File: src/rtl/loader_pkg.sv
// Shared types and header field positions for the memory loader.
// Optional feature macro used by mem_loader: LOADER_CHECKSUM_EN.
package loader_pkg;

   typedef enum logic [1:0] {
      TGT_IMEM  = 2'd0,
      TGT_MAT_A = 2'd1,
      TGT_MAT_B = 2'd2,
      TGT_GO    = 2'd3
   } tgt_e;

   typedef enum logic [2:0] {
      IDLE    = 3'd0,
      LOAD    = 3'd1,
      CHK     = 3'd2,
      START   = 3'd3,
      WAIT_LO = 3'd4,
      WAIT_HI = 3'd5
   } state_e;

   // Header word layout: [31:30] target, [27:16] base, [15:0] count.
   localparam int TGT_MSB  = 31;
   localparam int TGT_LSB  = 30;
   localparam int BASE_MSB = 27;
   localparam int BASE_LSB = 16;
   localparam int CNT_MSB  = 15;
   localparam int CNT_LSB  = 0;

   // True when the target is the instruction memory (the deeper RAM).
   function automatic logic is_imem(input tgt_e t);
      return (t == TGT_IMEM);
   endfunction

endpackage

File: src/rtl/mem_loader.sv
// Host-side memory loader: turns a 32-bit valid/ready command stream into
// port-A writes for imem / mat_a / mat_b and runs the processor on GO.
// Define LOADER_CHECKSUM_EN to require an XOR trailer word after each load.
module mem_loader
   import loader_pkg::*;
#(
   parameter int unsigned ADDR_W     = 12,
   parameter int unsigned IMEM_WORDS = 2048,
   parameter int unsigned DMEM_WORDS = 1024,
   parameter int unsigned DATA_LEN   = 32
) (
   input  logic                clk,
   input  logic                rstn,
   input  logic [DATA_LEN-1:0] s_data,
   input  logic                s_valid,
   output logic                s_ready,
   output logic [ADDR_W-1:0]   wr_addr,
   output logic [DATA_LEN-1:0] wr_data,
   output logic                imem_we,
   output logic                mat_a_we,
   output logic                mat_b_we,
   output logic                proc_start,
   input  logic                proc_stop,
   output logic                busy,
   output logic                done,
   output logic                err
);

   localparam logic [ADDR_W-1:0] IMEM_MASK = ADDR_W'(IMEM_WORDS - 1);
   localparam logic [ADDR_W-1:0] DMEM_MASK = ADDR_W'(DMEM_WORDS - 1);

   // Address wrap mask for the selected RAM.
   function automatic logic [ADDR_W-1:0] depth_mask(input tgt_e t);
      return is_imem(t) ? IMEM_MASK : DMEM_MASK;
   endfunction

   state_e                state_q, state_d;
   tgt_e                  tgt_q, tgt_d;
   logic [ADDR_W-1:0]     addr_q, addr_d;
   logic [15:0]           cnt_q, cnt_d;
   logic [ADDR_W-1:0]     wr_addr_q, wr_addr_d;
   logic [DATA_LEN-1:0]   wr_data_q, wr_data_d;
   logic                  imem_we_q, imem_we_d;
   logic                  mat_a_we_q, mat_a_we_d;
   logic                  mat_b_we_q, mat_b_we_d;
   logic                  done_q, done_d;
   logic                  err_q, err_d;
   logic                  ready_q, busy_q, start_q;
   logic                  ready_s;
   tgt_e                  hdr_tgt_s;
   logic [ADDR_W-1:0]     hdr_base_s;
   logic [15:0]           hdr_cnt_s;
`ifdef LOADER_CHECKSUM_EN
   logic [DATA_LEN-1:0]   csum_q, csum_d;
`endif

   assign ready_s    = ready_q;
   assign hdr_tgt_s  = tgt_e'(s_data[TGT_MSB:TGT_LSB]);
   assign hdr_base_s = ADDR_W'(s_data[BASE_MSB:BASE_LSB]);
   assign hdr_cnt_s  = s_data[CNT_MSB:CNT_LSB];

   // Next-state and registered-output decisions for the command FSM.
   always_comb begin
      state_d    = state_q;
      tgt_d      = tgt_q;
      addr_d     = addr_q;
      cnt_d      = cnt_q;
      wr_addr_d  = wr_addr_q;
      wr_data_d  = wr_data_q;
      imem_we_d  = 1'b0;
      mat_a_we_d = 1'b0;
      mat_b_we_d = 1'b0;
      done_d     = 1'b0;
      err_d      = err_q;
`ifdef LOADER_CHECKSUM_EN
      csum_d     = csum_q;
`endif
      case (state_q)
         IDLE: begin
            if (s_valid && ready_s) begin
               if (hdr_tgt_s == TGT_GO) begin
                  state_d = START;
               end else if (hdr_cnt_s == 16'd0) begin
`ifdef LOADER_CHECKSUM_EN
                  state_d = CHK;
                  csum_d  = '0;
`else
                  done_d  = 1'b1;
`endif
               end else begin
                  state_d = LOAD;
                  tgt_d   = hdr_tgt_s;
                  addr_d  = hdr_base_s & depth_mask(hdr_tgt_s);
                  cnt_d   = hdr_cnt_s;
`ifdef LOADER_CHECKSUM_EN
                  csum_d  = '0;
`endif
               end
            end else begin
               state_d = IDLE;
            end
         end
         LOAD: begin
            if (s_valid && ready_s) begin
               wr_addr_d = addr_q;
               wr_data_d = s_data;
               case (tgt_q)
                  TGT_IMEM:  imem_we_d  = 1'b1;
                  TGT_MAT_A: mat_a_we_d = 1'b1;
                  TGT_MAT_B: mat_b_we_d = 1'b1;
                  default:   imem_we_d  = 1'b0;
               endcase
               addr_d = (addr_q + ADDR_W'(1)) & depth_mask(tgt_q);
               cnt_d  = cnt_q - 16'd1;
`ifdef LOADER_CHECKSUM_EN
               csum_d = csum_q ^ s_data;
`endif
               if (cnt_q == 16'd1) begin
`ifdef LOADER_CHECKSUM_EN
                  state_d = CHK;
`else
                  state_d = IDLE;
                  done_d  = 1'b1;
`endif
               end else begin
                  state_d = LOAD;
               end
            end else begin
               state_d = LOAD;
            end
         end
         CHK: begin
`ifdef LOADER_CHECKSUM_EN
            if (s_valid && ready_s) begin
               if (s_data != csum_q) begin
                  err_d = 1'b1;
               end else begin
                  err_d = err_q;
               end
               done_d  = 1'b1;
               state_d = IDLE;
            end else begin
               state_d = CHK;
            end
`else
            state_d = IDLE;
`endif
         end
         START: begin
            state_d = WAIT_LO;
         end
         WAIT_LO: begin
            // A stop still high from the previous run must drop first.
            if (!proc_stop) begin
               state_d = WAIT_HI;
            end else begin
               state_d = WAIT_LO;
            end
         end
         WAIT_HI: begin
            if (proc_stop) begin
               state_d = IDLE;
               done_d  = 1'b1;
            end else begin
               state_d = WAIT_HI;
            end
         end
         default: begin
            state_d = IDLE;
         end
      endcase
   end

   // FSM state, load counters and all registered outputs.
   always_ff @(posedge clk or negedge rstn) begin
      if (!rstn) begin
         state_q    <= IDLE;
         tgt_q      <= TGT_IMEM;
         addr_q     <= '0;
         cnt_q      <= 16'd0;
         wr_addr_q  <= '0;
         wr_data_q  <= '0;
         imem_we_q  <= 1'b0;
         mat_a_we_q <= 1'b0;
         mat_b_we_q <= 1'b0;
         done_q     <= 1'b0;
         err_q      <= 1'b0;
         ready_q    <= 1'b1;
         busy_q     <= 1'b0;
         start_q    <= 1'b0;
      end else begin
         state_q    <= state_d;
         tgt_q      <= tgt_d;
         addr_q     <= addr_d;
         cnt_q      <= cnt_d;
         wr_addr_q  <= wr_addr_d;
         wr_data_q  <= wr_data_d;
         imem_we_q  <= imem_we_d;
         mat_a_we_q <= mat_a_we_d;
         mat_b_we_q <= mat_b_we_d;
         done_q     <= done_d;
         err_q      <= err_d;
         ready_q    <= (state_d == IDLE) || (state_d == LOAD) || (state_d == CHK);
         busy_q     <= (state_d != IDLE);
         start_q    <= (state_d == START);
      end
   end

`ifdef LOADER_CHECKSUM_EN
   // Running XOR of the payload words of the current load.
   always_ff @(posedge clk or negedge rstn) begin
      if (!rstn) begin
         csum_q <= '0;
      end else begin
         csum_q <= csum_d;
      end
   end
`endif

   assign s_ready    = ready_q;
   assign wr_addr    = wr_addr_q;
   assign wr_data    = wr_data_q;
   assign imem_we    = imem_we_q;
   assign mat_a_we   = mat_a_we_q;
   assign mat_b_we   = mat_b_we_q;
   assign proc_start = start_q;
   assign busy       = busy_q;
   assign done       = done_q;
   assign err        = err_q;

endmodule
File: config.mk
export PLATFORM = sky130hd
export DESIGN_NAME = mem_loader
export DESIGN_NICKNAME = d
export VERILOG_FILES = /design/src/rtl/loader_pkg.sv /design/src/rtl/mem_loader.sv
export SDC_FILE = /design/constraint.sdc
export NUM_CORES = 1
export LEC_CHECK = 0
export BUFFER_PORTS_ARGS = -buffer_cell sky130_fd_sc_hd__buf_2
export CAP_MARGIN = 30
export CORE_ASPECT_RATIO = 2
export CORE_MARGIN = 2
export CORE_UTILIZATION = 54
export CTS_BUF_LIST = sky130_fd_sc_hd__clkbuf_8 sky130_fd_sc_hd__clkbuf_16
export CTS_CLUSTER_SIZE = 14
export DETAILED_ROUTE_END_ITERATION = 12
export GPL_TIMING_DRIVEN = 0
export PLACE_DENSITY = 0.84
export SLEW_MARGIN = 30
export SYNTH_ARGS = -nofsm -noshare
export SYNTH_HDL_FRONTEND = slang
export SYNTH_SLANG_ARGS = --single-unit
File: constraint.sdc
create_clock -name clk -period 2.3 [get_ports clk]
set_input_delay 0 -clock clk [delete_from_list [all_inputs] [get_ports clk]]
set_output_delay 0 -clock clk [all_outputs]
set_load 0.02 [all_outputs]
# After elaboration in Yosys (flattened, before gate mapping)
# Cells that the tools add are included.
# word_totals
output_inout_bits	52
ff_bits	84
inputBits	36
# classes
n_reduce_logical	13
eq_ne	15
muxes	36
bitwise	4
addsub	2
# ops
cell	n
two-way mux 16 bit	4
two-way mux 12 bit	4
one-hot mux 16 bit (2 select lines)	1
bitwise AND 12 x 11 -> 12 bit	2
one-hot mux 12 bit (2 select lines)	1
two-way mux 11 bit	2
two-way mux 1 bit	17
== test 16 x 1 -> 1 bit, second input constant	1
zero test 16 bit	1
subtractor 16 x 1 -> 16 bit, second input constant	1
two-way mux 3 bit	5
one-hot mux 3 bit (5 select lines)	1
adder 12 x 1 -> 12 bit, second input constant	1
== test 3 x 2 -> 1 bit, second input constant	3
inequality test 2 bit, second input constant	4
== test 3 x 1 -> 1 bit, second input constant	2
== test 3 bit, second input constant	2
zero test 3 bit	2
AND reduction 5 bit	1
== test 2 bit, second input constant	2
zero test 2 bit	2
AND reduction 4 bit	1
one-hot mux 1 bit (3 select lines)	1
nonzero test 3 bit	1
6 further kinds	8

# Longest topological paths before layout
# Gate-level depths: netlist of run 1.
# logic_depth
ltp_word	8
mapped_depth	8

# Worst setup path before layout of run 1
# No wires, ideal clock.
# synth_path
path_type	reg-to-reg
startpoint	register state_q[1]
endpoint	register addr_q[10]
synth_period_minus_slack_ns	1.838
arrival_ns	1.761
path_slack_ns	0.462
path_stages_with_launch	6
required_time_ns	2.223
cell_sequence	dfrtp_1 -> or3b_1 -> buf_6 -> or3_4 -> o41a_1 -> o21ai_1
# synth_via
elab_chain_len	3
elab_cells_between_ends	9
classes_between	eq/ne (5); mux (1); reduce/logical (3)
# synth_rtl
element	line_no	rtl
from (decl)	mem_loader.sv:37	state_e state_q, state_d;
from (signal assigned)	mem_loader.sv:192	state_q <= state_d;
== test 3 x 1 -> 1 bit / zero test 3 bit (equally long branches)	mem_loader.sv:78	case (state_q)
inequality test 2 bit (no source line) / nonzero test 2 bit (equally long branches)	--	
AND reduction 5 bit (no source line)	--	
to (signal assigned)	mem_loader.sv:194	addr_q <= addr_d;
to (decl)	mem_loader.sv:39	logic [ADDR_W-1:0] addr_q, addr_d;
# Parallel ways exist; a longest one is shown, timed or not.
# A chain may end at the register's enable or synchronous reset.

# Final worst setup path of run 1
# layout_path
startpoint	input port s_data[0]
endpoint	register cnt_q[14]
# layout_via
elab_chain_len	3
# layout_rtl
element	line_no	rtl
from (decl)	mem_loader.sv:14	input logic [DATA_LEN-1:0] s_data,
zero test 16 bit	mem_loader.sv:83	end else if (hdr_cnt_s == 16'd0) begin
inequality test 2 bit (no source line)	--	
AND reduction 5 bit (no source line)	--	
to (signal assigned)	mem_loader.sv:195	cnt_q <= cnt_d;
to (decl)	mem_loader.sv:40	logic [15:0] cnt_q, cnt_d;
# No other way between the ends.

==> impl_metrics.toml, run 1 <==
[clock_tree]
numCtsBuffers = 9
cts_root_buf = "clkbuf_16"
clk_latency_ns = 0.34
cts.path.max_buffers = 2
post-cts-setup-buffers = 0
cts_tree = "done"
clk_pin_slew_ns = 0.06
cts.sinks = 82
cts_max_level = 3

[layout]
nFillCells = 544
n_antenna_cell = 0
nNetsFinal = 613
drive_gt1_frac = 0.200
area_growth_pct = 32.2

[setup_path]
crit_family = "buffers and inverters"
startpoint = "s_data[0]"
cp_slowest_cell = "dlygate4sd3_1"
worstPathMaxFanout = 10
worst_setup_path_end_kind = "flop"
cp-start-kind = "primary input"
cp-endpoint = "cnt_q[14]"
crit_cells = 9
critical_path_class = "primary input to flop"
critical_path_required_ns = 2.52
worstPathCellList = "dlygate4sd3_1 > buf_2 > nor4_1 > and4_1 > o21a_1 > clkbuf_1 > clkbuf_2 > nor2_1 > a2bb2oi_1"
rrSetupSlack_ns = 0.14
worstReg2RegStart = "state_q[1]"
crit-reg2reg-capture = "wr_data[16]"
reg2reg_depth = 6
cp_slowest_stage_delay_ns = 0.54
arrival_ns = 2.40
crit_buf_inv = 4

[global_route]
grt_max_degree = 43
grt_pass1_vias = 3767
grt-busiest-layer = "met2"
grt_pass1_wl_um = 18000
met1_usage = 0.321
antenna_found_initial = 0
grt_use_met3 = 0.0500
gr-total-overflow = 0
use_met2 = 0.545
track_usage = 0.301

[timing]
hold_violations = 0
max_slew_margin = 0.615
grt_setup_unrepaired = "no"
slew_viol_final = 0
tns_ns = 0
worst_slack_ns = 0.116
hold_slack_ns = 0.0350
period_share = 0.949
skew_ns = 0.00522
final-setup-viol-count = 0
fin_crit_ns = 2.18
fmaxAchievable_mhz = 458
tightest_slew_ns = 0.578

[floorplan]
core.rowCount = 43
initial_core_util = 0.558
coreArea_um2 = 6890
ios = 88
die_h_um = 123
dieArea_um2 = 7840
die_w_um = 63.6

[placement]
port_buffers = 85
place_ws_ns = 0.0332
hpwl_um = 7500
globalplace.congestion = 0.903

[synth]
ys.flop_type = "dfrtp_1"
ys.warnings.count = 0
synth-edff-count = 0
synth.distinct_cells = 46
syn_area_um2 = 3840
ys_async_sr_fraction = 1.00
synth_seq_cells = 82
synthCells = 443
ys_seq_area_frac = 0.535
syn_avg_cell_area_um2 = 8.67

[detailed_routing]
routed_via_density = 5.69
num_vias = 3804
wl_per_cell_um = 16.7
first_pass_iters = 7
postRouteAntennaNets = 0
drc = 0
drt_iter0_drc = 209
wl_um = 11200

[pwr]
ir_drop_v = 0.000734
power_density_nw_per_um2 = 984
total_power_w = 0.00500
power_leakage_nw = 2.54

[flow_run]
maxCapViolations = 0

[worst_hold_path]
min_path_type = "primary input to flop"

[run_status]
status = "finished clean"
worst min-delay path by stage:
stage / start / to / depth (start not counted)
after floorplan: rstn / addr_q[0] / 0
after global placement: s_data[29] / wr_data[29] / 3
after detailed placement: rstn / proc_start / 1
after CTS: s_valid / imem_we / 3
after global routing: s_data[13] / cnt_q[13] / 3
final: s_valid / imem_we / 3
synthesized netlist by cell type (4+ instances only):
library cell	count	area share
dfrtp_1	81	0.53
nand4b_1	4	0.0091
nor2_1	21	0.021
nand3_1	12	0.016
inv_1	4	0.0039
o22a_1	6	0.014
nor4_1	7	0.011
o22ai_1	8	0.013
nor3_1	7	0.0091
a31oi_1	4	0.0065
a21oi_1	37	0.048
or3_1	5	0.0081
nand2b_1	5	0.0081
clkbuf_1	17	0.017
o21ai_0	19	0.025
nand2_1	156	0.15
sequential cells by signal, indices dropped and copies added, names as in the netlist:
register    cells
addr_q         11
cnt_q          16
done            1
mat_b_we        1
busy            1
s_ready         1
wr_addr        11
tgt_q           2
state_q         3
proc_start      1
imem_we         1
mat_a_we        1
wr_data        32
cell type report:
| cell class | instances | area, um2 | area share |
|---|---|---|---|
| plain buffers | 26 | 123 | 0.0241 |
| clock buffers | 10 | 239 | 0.0471 |
| clock inverters | 6 | 81.3 | 0.0160 |
| inverters | 4 | 15.0 | 0.00296 |
| multi-input cells | 332 | 1670 | 0.329 |
| flip-flops and latches | 82 | 2050 | 0.404 |
| well taps | 90 | 113 | 0.0222 |
| repair buffers | 119 | 782 | 0.154 |
logic make-up (layout without fill, tap and decap cells):
family          after synthesis  in the layout  share of synthesized area
simple gates                235            235                      0.273
other cells                   1              2                   0.000976
flops                        82             82                      0.535
mux                           1              1                    0.00261
buf+inv                      30            165                     0.0352
fa+ha+maj                     3              3                    0.00977
compound gates               91             91                      0.144
stage by stage:
step	area, um2	std cells	utilization
floorplan	3840	444	-
global placement	4380	619	0.636
detailed placement	4410	620	0.640
CTS	5060	669	0.735
global route	5080	669	0.737
finish	5080	669	0.737
layer usage:
metal / vias to the layer above / part of all wire
met5: - / 0
met4: 0 / 0.037
met3: 33 / 0.049
met2: 154 / 0.55
met1: 1829 / 0.36
li1: 1788 / -
worst reg2reg max path, cell delays in order, from the launching register on:
cell,delay [ns]
dfrtp_1,0.46
or3b_1,0.41
buf_6,0.15
nor2_1,0.34
clkbuf_1,0.51
nand2_1,0.13
nand2_1,0.09
power by group:
group | internal (W) | total, W | switching, W
Clock | 0.000972 | 0.00153 | 0.000556
Combinational | 0.000521 | 0.00125 | 0.000733
Sequential | 0.00183 | 0.00221 | 0.000383
placed cells by master, fill, tap and decap left out, types with 2 or more instances in the layout:
master and n:
inv_1 5, bufinv_16 2, nand2_1 156, conb_1 2, a21oi_1 37, nand4b_1 4
ha_1 3, clkinv_2 2, o2bb2a_1 3, nor3b_1 2, o21ai_0 19, nand2b_1 5
nor2_1 21, nand4_1 3, and4_1 2, clkbuf_2 2, dfrtp_1 81, or4_1 3
or3_1 5, nor4_1 6, o21a_1 2, buf_6 2, buf_2 87, buf_4 3
dlygate4sd3_1 33, nand3b_1 2, o22ai_1 8, clkbuf_1 16, a31oi_1 4, nand3_1 12
clkbuf_16 9, a2bb2oi_1 2, o22a_1 6, nor3_1 7
timing repair:
| action | in CTS | in global routing |
|---|---|---|
| hold buffers | 33 | 0 |
| endpoints found under the hold margin | 117 | 0 |
| setup endpoints to repair | 0 | 25 |
| resized for setup | 0 | 6 |
Power figures use the tool's default switching activity.
==> run 2: changes to the inputs <==
--- a/config.mk
+++ b/config.mk
@@ -7,7 +7,7 @@
 export LEC_CHECK = 0
 export BUFFER_PORTS_ARGS = -buffer_cell sky130_fd_sc_hd__buf_2
 export CAP_MARGIN = 30
-export CORE_ASPECT_RATIO = 2
+export CORE_ASPECT_RATIO = 1.2
 export CORE_MARGIN = 2
 export CORE_UTILIZATION = 54
 export CTS_BUF_LIST = sky130_fd_sc_hd__clkbuf_8 sky130_fd_sc_hd__clkbuf_16
==> run 2 against run 1 <==
Compared with the run above: clock power fell by 25%; first-iteration DRC count rose by 42%; hold slack got worse by 0.016 ns; sequential power barely moved; non-clock buffer count rose by 2; critical path depth fell by 3; sequential share of layout area rose by 0.68 points; sequential cell count did not move; fmax rose by 0.95%; die area fell by 0.48%; combinational power barely moved; register-to-register slack barely moved; critical endpoint is now addr_q[1].
==> impl_metrics.toml, run 2 (synthesis results as in run 1) <==
[floorplan]
coreArea_um2 = 6850
die_h_um = 96.4
ios = 88
die_w_um = 81.0
initial_core_util = 0.560
dieArea_um2 = 7810
core.rowCount = 33

[pwr]
ir_drop_v = 0.000625
power_leakage_nw = 2.50
power_density_nw_per_um2 = 920
total_power_w = 0.00459

[layout]
area_growth_pct = 30.0
final_cell_mix = "nand2_1 (156), buf_2 (88), dfrtp_1 (81)"
n_antenna_cell = 0
nFillCells = 529
final_common_cell = "nand2_1"
nNetsFinal = 615
largest_reg_flops = 32
postLayoutCellArea_um2 = 4990
drive_gt1_frac = 0.200

[worst_hold_path]
min_path_type = "primary input to flop"

[setup_path]
critical_path_class = "flop to flop"
cp_slowest_cell = "dfrtp_1"
worstPathCellList = "nand4bb_1 > nand2b_1 > o21ai_2 > buf_2 > nor2_1 > a31oi_1"
cp_slowest_stage_delay_ns = 0.48
worstPathMaxFanout = 10
arrival_ns = 2.43
crit_family = "simple AND/OR/NAND/NOR gates"
critical_path_required_ns = 2.56
crit_buf_inv = 1
worst_setup_path_end_kind = "flop"
cp-start-kind = "flop"

[timing]
max_slew_margin = 0.605
final-setup-viol-count = 0
fin_crit_ns = 2.16
period_share = 0.940
tightest_slew_ns = 0.592
fmaxAchievable_mhz = 462
hold_violations = 0
skew_ns = 0.0114
grt_setup_unrepaired = "no"
slew_viol_final = 0

[flow_run]
maxCapViolations = 0

[clock_tree]
cts.sinks = 82
cts_tree = "done"
clk_pin_slew_ns = 0.08
numCtsBuffers = 9
cts_root_buf = "clkbuf_8"
cts.path.max_buffers = 2
cts_max_level = 3
clk_latency_ns = 0.36

[run_status]
status = "finished clean"

[detailed_routing]
num_vias = 3853
drt_iter0_drc = 296
first_pass_iters = 5
postRouteAntennaNets = 0
wl_um = 11000
drc = 0
routed_via_density = 5.78
wl_per_cell_um = 16.5

[global_route]
grt_pass1_wl_um = 17200
grt_pass1_vias = 3616
grt_max_degree = 58
gr-total-overflow = 0
track_usage = 0.292
antenna_found_initial = 0

[placement]
port_buffers = 85
globalplace.congestion = 0.942
dpl_cell_area_um2 = 4410
hpwl_um = 7240
## run 2: timing repair
action                                  4_1_cts  5_1_grt
setup buffers                                 0        0
endpoints found under the setup margin       10       31
pin swaps                                     0        0
hold buffers                                 35        0
endpoints found under the hold margin       122        0
resized for setup                             1        7
## run 2: final cells by class
| type | count | area (um2) | share of cell area |
|---|---|---|---|
| well taps | 87 | 109 | 0.0218 |
| repair buffers | 121 | 810 | 0.162 |
| multi-input cells | 332 | 1670 | 0.334 |
| inverters | 4 | 15.0 | 0.00301 |
| flip-flops and latches | 82 | 2050 | 0.411 |
| clock inverters | 5 | 78.8 | 0.0158 |
| plain buffers | 26 | 123 | 0.0246 |
| clock buffers | 10 | 138 | 0.0276 |
## run 2: report_power, final
group          switching [W]  leakage, nW  internal (W)
sequential          0.000368        0.981       0.00183
clock               0.000513        0.112      0.000633
combinational       0.000726         1.41      0.000525
## run 2: stage by stage
stage                     setup TNS [ns]  setup WS [ns]  hold slack [ns]  std cells  utilization
after CTS                              0         0.0129          0.00895        667        0.727
after floorplan                        0          0.462           -0.296        444            -
after detailed placement          -0.112        -0.0254           -0.114        617        0.644
final                                  0          0.137           0.0195        667        0.729
after global placement                 0         0.0185            0.192        616        0.639
after global routing                   0       0.000907           0.0410        667        0.729
## run 2: final timing paths
check,slack (ns),depth (start not counted),startpoint,to
hold reg to reg,0.47,2,wr_data[13],wr_data[13]
max in group asynchronous,1.65,3,rstn,s_ready
setup / recovery,0.14,6,state_q[2],addr_q[1]
hold / removal,0.02,3,s_data[14],cnt_q[14]
setup reg to reg,0.14,6,state_q[2],addr_q[1]
min in group asynchronous,0.07,2,rstn,wr_data[9]
## run 2: tightest hold or removal path, delay by kind of cell
family	cells	cell delay, ns
buffers and inverters	1	0.12
AO/OA/AOI/OAI	2	0.21
## run 2: per-layer routing
| metal | vias to the layer above | global-route usage | share of wire |
|---|---|---|---|
| li1 | 1791 | - | - |
| met1 | 1828 | 0.359 | 0.39 |
| met2 | 189 | 0.490 | 0.50 |
| met3 | 45 | 0.0493 | 0.069 |
| met4 | 0 | 0.157 | 0.042 |
| met5 | - | 0 | 0 |
==> run 3: changes to the inputs <==
--- a/config.mk
+++ b/config.mk
@@ -5,16 +5,17 @@
 export SDC_FILE = /design/constraint.sdc
 export NUM_CORES = 1
 export LEC_CHECK = 0
+export ABC_AREA = 1
 export BUFFER_PORTS_ARGS = -buffer_cell sky130_fd_sc_hd__buf_2
 export CAP_MARGIN = 30
 export CORE_ASPECT_RATIO = 1.2
 export CORE_MARGIN = 2
-export CORE_UTILIZATION = 54
+export CORE_UTILIZATION = 45
 export CTS_BUF_LIST = sky130_fd_sc_hd__clkbuf_8 sky130_fd_sc_hd__clkbuf_16
 export CTS_CLUSTER_SIZE = 14
 export DETAILED_ROUTE_END_ITERATION = 12
 export GPL_TIMING_DRIVEN = 0
-export PLACE_DENSITY = 0.84
+export PLACE_DENSITY = 0.72
 export SLEW_MARGIN = 30
 export SYNTH_ARGS = -nofsm -noshare
 export SYNTH_HDL_FRONTEND = slang
==> run 3 against run 2 <==
Compared with the run above: combinational power is 38% higher; area after synthesis rose by 8.3%; utilization fell by 14 points; critical path type unchanged; critical path depth rose by 1; global-route usage fell by 5.1 points; synthesized cell count up 22%; sequential power is 4% lower; hold slack better by 0.032 ns; clock skew about the same; cell count increased by 20%; first-iteration DRC count decreased by 51%.
==> impl_metrics.toml, run 3 <==
[synth]
synth_most_common_cell = "nand2_1"
synth-simple-area-share = 0.293
ys.warnings.count = 0
syn_avg_cell_area_um2 = 7.68
ys.flop_type = "dfrtp_1"
synth_area_leaders = "dfrtp_1 (49%), nand2_1 (16%), o21ai_0 (7.0%), inv_1 (5.2%), nand3_1 (4.7%)"
synth-edff-count = 0
ys_top_cells_by_count = "nand2_1 (179), dfrtp_1 (81), inv_1 (58), o21ai_0 (58), nor2_1 (51)"
synth_seq_cells = 82
ys_async_sr_fraction = 1.00
synthXorXnorAreaFrac = 0
netlist.area_leader.share = 0.487
synthCells = 542
synth_compound_area_frac = 0.0851
synth_top_family_by_area = "simple AND/OR/NAND/NOR gates"
synth.distinct_cells = 29
synth_top_area_cell = "dfrtp_1"
synthAdderAreaFrac = 0.00902
synthMuxAreaShare = 0.0379
syn_area_um2 = 4160
ys_seq_area_frac = 0.493

[timing]
skew_ns = 0.0111
tightest_slew_ns = 0.551
tns_ns = 0
grt_setup_unrepaired = "no"
max_slew_margin = 0.633
fin_crit_ns = 1.73
period_share = 0.753
slew_viol_final = 0
final-setup-viol-count = 0
fmaxAchievable_mhz = 578
hold_violations = 0

[layout]
final_common_cell = "nand2_1"
drive_gt1_frac = 0.215
post-route-util = 0.588
n_antenna_cell = 0
area_growth_pct = 27.7
final_cells = 799
largest_reg_flops = 32
nNetsFinal = 713
final_cell_mix = "nand2_1 (179), buf_2 (96), dfrtp_1 (81)"

[clock_tree]
cts_tree = "done"
post-cts-setup-buffers = 0
cts_root_buf = "clkbuf_8"
cts.path.max_buffers = 2
clk_latency_ns = 0.36
numCtsBuffers = 9
cts_resized = 0
cts_max_level = 3
cts.sinks = 82
clk_pin_slew_ns = 0.09

[setup_path]
cp_slowest_stage_delay_ns = 0.47
worstPathMaxFanout = 10
arrival_ns = 1.95
cp_slowest_cell = "clkbuf_1"
critical_path_class = "flop to flop"
crit_buf_inv = 3
cp-start-kind = "flop"
critical_path_required_ns = 2.52
crit_family = "buffers and inverters"
worst_setup_path_end_kind = "flop"
worstPathCellList = "inv_2 > nand2_2 > nor2_4 > nand2_2 > buf_2 > clkbuf_1 > o21ai_0"
cp_common_cell = "nand2_2"

[placement]
dpl.cell_count = 749
globalplace.congestion = 0.898
port_buffers = 85
hpwl_um = 8050

[detailed_routing]
met2_length_um = 5830
top_layer = "met4"
postRouteAntennaNets = 0
routed_via_density = 5.07
wl_um = 11500
wl_met1_um = 4770
first_pass_iters = 5
drc = 0
wl_per_cell_um = 14.4
drt_iter0_drc = 145
wl_met3_um = 546
num_vias = 4050

[floorplan]
ios = 88
die_w_um = 91.8
core.rowCount = 38
coreArea_um2 = 9030
dieArea_um2 = 10000
initial_core_util = 0.461
die_h_um = 109

[run_status]
status = "finished clean"

[pwr]
total_power_w = 0.00495
ir_drop_v = 0.000512
power_leakage_nw = 2.83
power_density_nw_per_um2 = 931

[flow_run]
maxCapViolations = 0

[global_route]
grt_pass1_wl_um = 18900
antenna_found_initial = 0
grt_max_degree = 60
grt_pass1_vias = 3960
gr-total-overflow = 0
track_usage = 0.241

[worst_hold_path]
min_path_type = "primary input to async pin"
-- run 3: changes by cell type after synthesis, sizes merged, moves of 14 or more --
cell / delta
inv: +56
nand3: +27
mux2: +14
nand2: +28
o21ai: +39
a21oi: -32
nor2: +32
-- run 3: final cells by class --
type | instances | area [um2]
buffer | 20 | 111
timing repair buffer | 120 | 800
sequential | 82 | 2050
fill | 848 | 3720
inverter | 60 | 225
tap | 120 | 150
clock inverter | 7 | 73.8
clock buffer | 9 | 124
multi-input combinational | 381 | 1780
-- run 3: power by group --
part           total, W  switching, W  leakage, nW  internal, W
clock           0.00109      0.000580        0.100     0.000510
combinational   0.00173       0.00109         1.72     0.000638
sequential      0.00212      0.000323         1.00      0.00180
total           0.00495       0.00200         2.83      0.00295
-- run 3: stage by stage --
step	cell area, um2	hold slack (ns)	setup slack (ns)
after global routing	5310	0.0570	0.431
final	5310	0.0515	0.569
after floorplan	4170	-0.296	0.775
after CTS	5310	0.0534	0.545
after global placement	4740	0.233	0.581
after detailed placement	4770	-0.131	0.563
-- run 3: cells by family after synthesis --
kind of cell,count (synthesis)
AOI/OAI and AO/OA,69
adders and majority gates,3
buffers and inverters,80
DFF,82
muxes,14
other,1
and+or+nand+nor,293
-- run 3: routing by layer --
metal	up-vias	track usage
met4	0	0.111
met1	1897	0.286
met2	144	0.437
li1	1980	-
met5	-	0
met3	29	0.0302
-- run 3: timing repair --
action,in CTS,in global routing
hold buffers,34,0
setup endpoints to repair,0,0
hold endpoints to repair,125,0
-- run 3: worst paths after layout --
kind,start,endpoint,slack (ns),depth (start not counted)
worst min register to register,tgt_q[1],mat_a_we,0.44,1
max in group asynchronous,rstn,s_ready,1.65,3
worst min-delay path,rstn,imem_we,0.05,2
worst max-delay path,state_q[1],wr_data[12],0.57,7
min in group clk,s_valid,state_q[0],0.07,4
worst max register to register,state_q[1],wr_data[12],0.57,7
-- run 3: worst reg2reg max path, delay by kind of cell (launching register included) --
kind / cells / cell delay (ns)
AOI/OAI and AO/OA: 1 / 0.15
and+or+nand+nor: 3 / 0.25
DFF: 1 / 0.38
buffers and inverters: 3 / 0.81
